**src/rtl/pocket_i2s_rx.sv**
```systemverilog
// pocket_i2s_rx: I2S receiver clocked by audio_sclk. Measures every LRCK slot,
// captures SAMPLE_W bits MSB-first after the one-bit I2S delay, and publishes a
// stereo pair only when both slots of the pair are exactly SLOT_W cycles long.
// Optional feature: define POCKET_I2S_RX_ERR_CNT_EN to build the saturating
// frame-error counter; otherwise err_count is tied to zero.
module pocket_i2s_rx #(
  parameter int unsigned SAMPLE_W  = 16,
  parameter int unsigned SLOT_W    = 32,
  parameter bit          LEFT_LRCK = 1'b1
) (
  input  logic                audio_sclk,
  input  logic                reset,
  input  logic                audio_dac,
  input  logic                audio_lrck,
  output logic [SAMPLE_W-1:0] audio_l,
  output logic [SAMPLE_W-1:0] audio_r,
  output logic                sample_valid,
  output logic                frame_err,
  output logic [7:0]          err_count
);

  localparam logic [5:0] SlotLen = 6'(SLOT_W);
  localparam logic [5:0] LastBit = 6'(SAMPLE_W);
  localparam logic [5:0] IdxMax  = 6'd63;

  typedef enum logic [1:0] {StSync, StLeft, StRight} state_e;

  state_e              state_q;
  logic                lrck_q;
  logic [5:0]          idx_q;
  logic [SAMPLE_W-1:0] shift_q;
  logic [SAMPLE_W-1:0] left_q;

  logic       lrck_edge;
  logic [5:0] idx_cur;
  logic       into_left;
  logic       slot_ok;
  logic       stall;
  logic       err_set;

  // Slot bookkeeping: idx_q holds the index of the current cycle unless an edge
  // restarts it, so at an edge idx_q equals the length of the slot just ended.
  always_comb begin
    lrck_edge = (audio_lrck != lrck_q);
    idx_cur   = lrck_edge ? 6'd0 : idx_q;
    into_left = (audio_lrck == LEFT_LRCK);
    slot_ok   = (idx_q == SlotLen);
    stall     = !lrck_edge && (idx_q == IdxMax) && (state_q != StSync);
    err_set   = stall ||
                (lrck_edge && (state_q == StLeft || state_q == StRight) && !slot_ok);
  end

  // Receiver FSM with its datapath and registered strobes.
  always_ff @(posedge audio_sclk or posedge reset) begin
    if (reset) begin
      state_q      <= StSync;
      lrck_q       <= 1'b0;
      idx_q        <= 6'd0;
      shift_q      <= '0;
      left_q       <= '0;
      audio_l      <= '0;
      audio_r      <= '0;
      sample_valid <= 1'b0;
      frame_err    <= 1'b0;
    end else begin
      lrck_q       <= audio_lrck;
      idx_q        <= (idx_cur == IdxMax) ? IdxMax : idx_cur + 6'd1;
      sample_valid <= 1'b0;
      frame_err    <= err_set;

      // Index 0 is the LRCK edge cycle; the MSB follows one cycle later.
      if (lrck_edge) begin
        shift_q <= '0;
      end else if (idx_cur != 6'd0 && idx_cur <= LastBit) begin
        shift_q <= {shift_q[SAMPLE_W-2:0], audio_dac};
      end

      if (stall) begin
        state_q <= StSync;
      end else if (lrck_edge) begin
        unique case (state_q)
          StSync: begin
            if (into_left) state_q <= StLeft;
          end
          StLeft: begin
            // A bad left slot leaves us in a right slot: nothing to pair with.
            if (slot_ok) begin
              left_q  <= shift_q;
              state_q <= StRight;
            end else begin
              state_q <= StSync;
            end
          end
          StRight: begin
            if (slot_ok) begin
              audio_l      <= left_q;
              audio_r      <= shift_q;
              sample_valid <= 1'b1;
            end
            state_q <= StLeft;
          end
          default: state_q <= StSync;
        endcase
      end
    end
  end

`ifdef POCKET_I2S_RX_ERR_CNT_EN
  logic [7:0] err_cnt_q;

  // Saturating count of frame_err pulses, updated alongside frame_err.
  always_ff @(posedge audio_sclk or posedge reset) begin
    if (reset) begin
      err_cnt_q <= 8'd0;
    end else if (err_set && err_cnt_q != 8'hFF) begin
      err_cnt_q <= err_cnt_q + 8'd1;
    end
  end

  assign err_count = err_cnt_q;
`else
  assign err_count = 8'd0;
`endif

endmodule
```
**config.mk**
```make
export PLATFORM = sky130hd
export DESIGN_NAME = pocket_i2s_rx
export DESIGN_NICKNAME = d
export VERILOG_FILES = /design/src/rtl/pocket_i2s_rx.sv
export SDC_FILE = /design/constraint.sdc
export NUM_CORES = 1
export LEC_CHECK = 0
export BUFFER_PORTS_ARGS = -buffer_cell sky130_fd_sc_hd__buf_2
export CAP_MARGIN = 20
export CORE_AREA = 2 2 59 103
export DETAILED_ROUTE_END_ITERATION = 10
export DIE_AREA = 0 0 61 105
export GPL_TIMING_DRIVEN = 0
export PLACE_DENSITY = 0.83
export RECOVER_POWER = 25
export SLEW_MARGIN = 0
export SYNTH_ARGS = -nofsm -noshare
export SYNTH_HDL_FRONTEND = slang
export SYNTH_SLANG_ARGS = --single-unit
```
**constraint.sdc**
```tcl
create_clock -name audio_sclk -period 5.4 [get_ports audio_sclk]
set_input_delay 1.08 -clock audio_sclk [delete_from_list [all_inputs] [get_ports audio_sclk]]
set_output_delay 1.08 -clock audio_sclk [all_outputs]
set_load 0.01 [all_outputs]
```
==> results.json <==
{
  "outcome": "complete, but fails checks",
  "violations": "capacitance limit, slew limit",
  "vias": 1877,
  "dp_hpwl_mm": 3.76,
  "htree_levels": 3,
  "r2r_end": "shift_q[9]",
  "antenna_found_initial": 0,
  "cp_slowest_cell": "clkinvlp_2",
  "cp.depth": 2,
  "maxCapViolCount": 1,
  "cpLargestDelayFamily": "buffers and inverters",
  "totalWireLength_mm": 5.45,
  "cp.required_ns": 5.35,
  "pin_count": 46,
  "worst_pin_slew_ns": 3.19,
  "grt-ovfl-total": 0,
  "cts.clk_slew.worst_paths_ns": 0.07,
  "regArea_um2": 1880,
  "power.leakage_nw": 2.12,
  "maxClockFrequency_mhz": 326,
  "syn_area_um2": 3340,
  "core_um2": 5540,
  "hold_end": "audio_l[14]",
  "rsz0062_at_grt": "false",
  "post-route-util_pct": 68.9,
  "antenna_cells": 0,
  "fp.dieW_um": 61,
  "min_period_over_period_pct": 56.9,
  "nFillCells": 398,
  "grt_pass1_vias": 1914,
  "fin_hold_ws_ns": 0.506,
  "syn_avg_cell_area_um2": 14.9,
  "yosys.cell_count.top_type": "dfrtp_1",
  "async_flop_share_pct": 100,
  "hold_class": "flip-flop to flip-flop",
  "fin_tns_setup_ns": 0,
  "synth_top_area_share_pct": 56.2,
  "slew_headroom_pct": -114,
  "path_max_fanout": 75,
  "cts_tree": "built",
  "finalCriticalPeriod_ns": 3.07,
  "ys.flop_type": "dfrtp_1",
  "cp.buffers_inverters": 2,
  "ctsLongestPathBuffers": 2,
  "synthTopCellsByArea": "dfrtp_1 56%, mux2_4 18%, mux2i_1 5.1%, mux2_2 3.0%, nand2_1 2.5%",
  "clock-skew-final_ns": 0.00815,
  "cts.sinks": 75,
  "dpl_cell_area_um2": 3650,
  "finalNetCount": 288,
  "start_util_pct": 60.3,
  "via_per_inst": 5.21,
  "cts_root_buf": "clkbuf_8",
  "avgRoutedWirePerCell_um": 15.1,
  "final_antenna_net_count": 0,
  "rr_startpoint": "lrck_q",
  "clock_latency_ns": 0.35,
  "num_rows": 36,
  "final_hold_viol_count": 0,
  "drive_gt1_share_pct": 43.0,
  "whs_path_depth": 1,
  "grt_max_degree": 76,
  "cts_resized": 0,
  "dr.pass1.iters": 4,
  "synth_cells": 224,
  "path_class": "input pin to asynchronous set/reset pin",
  "synth_edf_count": 0,
  "min-delay-start": "left_q[14]",
  "yosysUniqueCellTypes": 37,
  "postCtsSetupBuffers": 0,
  "multi_input_area_um2": 1300,
  "r2r_cells": 10,
  "holdBufCountCts": 0,
  "path_cells": "buf_2 > clkinvlp_2",
  "grt_pass1_wl_mm": 9.09,
  "start_kind": "input pin",
  "dieHeight_um": 105,
  "synth.top_cells.by_count": "75 x dfrtp_1, 39 x mux2_4, 22 x nand2_1, 17 x mux2i_1, 9 x mux2_2",
  "ys_seq_area_share_pct": 56.2,
  "vdd_drop_max_uv": 190,
  "dr.first_iter.drc_count": 38,
  "setup.worst_path.start": "reset",
  "slew_violations": 76,
  "setup_viol": 0,
  "portBuffers": 37,
  "gp_congestion": 0.727,
  "drc": 0,
  "design_area_um2": 3820,
  "power_per_cell_area_nw_per_um2": 298,
  "numCtsBuffers": 9,
  "ff2ff_setup_slack_ns": 2.92,
  "grt_use_total_pct": 19.5,
  "ys_seq_elements": 75,
  "syn2layout_area_growth_pct": 14.3,
  "yosys.area.top_type": "dfrtp_1",
  "dieArea_um2": 6410,
  "slowest_delay_ns": 1.77,
  "end_kind": "asynchronous set/reset pin",
  "yosys_warnings": 0,
  "arrival_ns": 3.02
}
power breakdown:
part / leakage (nW) / internal (W) / switching (W)
Sequential: 1.04 / 0.000576 / 0.0000175
Combinational: 0.979 / 0.0000669 / 0.0000738
Clock: 0.102 / 0.000203 / 0.000200
kinds of logic (layout without fill, tap and decap cells):
logic type      Yosys count  count (layout)  share of synthesized area, %
other cells               1               8                         0.112
compound gates           12              12                          2.28
xor+xnor                  4               4                          1.61
buf+inv                  21              74                          5.09
flops                    75              75                          56.2
simple gates             41              41                          7.19
mux                      65              65                          25.7
fa+ha+maj                 5               5                          1.87
flip-flops by register name, indices dropped and copies added, names as in the netlist, 2 cells and up:
register / cells
audio_l: 16
audio_r: 16
left_q: 16
shift_q: 16
idx_q: 6
state_q: 2
per-layer routing:
layer / track usage [%] / vias up / routed length [um]
li1: - / 874 / -
met1: 23.5 / 952 / 2290
met2: 30.2 / 41 / 2820
met3: 6.81 / 10 / 215
met4: 9.47 / 0 / 122
met5: 0 / - / 0
how the worst max path moves through the flow:
stage / to / slack [ns]
after detailed placement: shift_q[10] / 2.16
after global placement: audio_l[8] / 1.64
final: audio_r[8] / 2.33
after global routing: idx_q[2] / 1.79
after floorplan: audio_l[0] / 2.41
after CTS: shift_q[9] / 2.53
cells in the final DEF, fill, tap and decap left out, drive strengths merged:
cell type  instances
dfrtp             75
buf               51
mux2              48
nand2             22
mux2i             17
clkbuf            15
conb               8
o21ai              6
ha                 5
clkinv             4
nand3              4
xor2               3
inv                3
nor2               3
nor3               2
or3                2
or4b               1
xnor2              1
and4               1
nand4              1
o211ai             1
o221a              1
nand2b             1
o22ai              1
nand3b             1
a21oi              1
clkinvlp           1
a21boi             1
nor3b              1
nor4bb             1
and2               1
o22a               1
layout make-up:
type                            count  area share, %
Multi-Input combinational cell    135           34.1
Sequential cell                    75           49.2
Buffer                             17           4.06
Tap cell                           76           2.49
Timing Repair Buffer               37           4.82
Clock inverter                      4          0.623
Clock buffer                       12           4.33
Inverter                            4          0.426
through the flow:
stage | cells | setup slack, ns | total power, W
finish | 360 | 2.33 | 0.00114
global route | 360 | 1.79 | 0.00118
CTS | 360 | 2.53 | 0.00115
detailed placement | 344 | 2.16 | 0.000748
global placement | 344 | 1.64 | 0.000744
floorplan | 231 | 2.41 | 0.000721
Note: power is estimated with default switching activity, not from simulation.
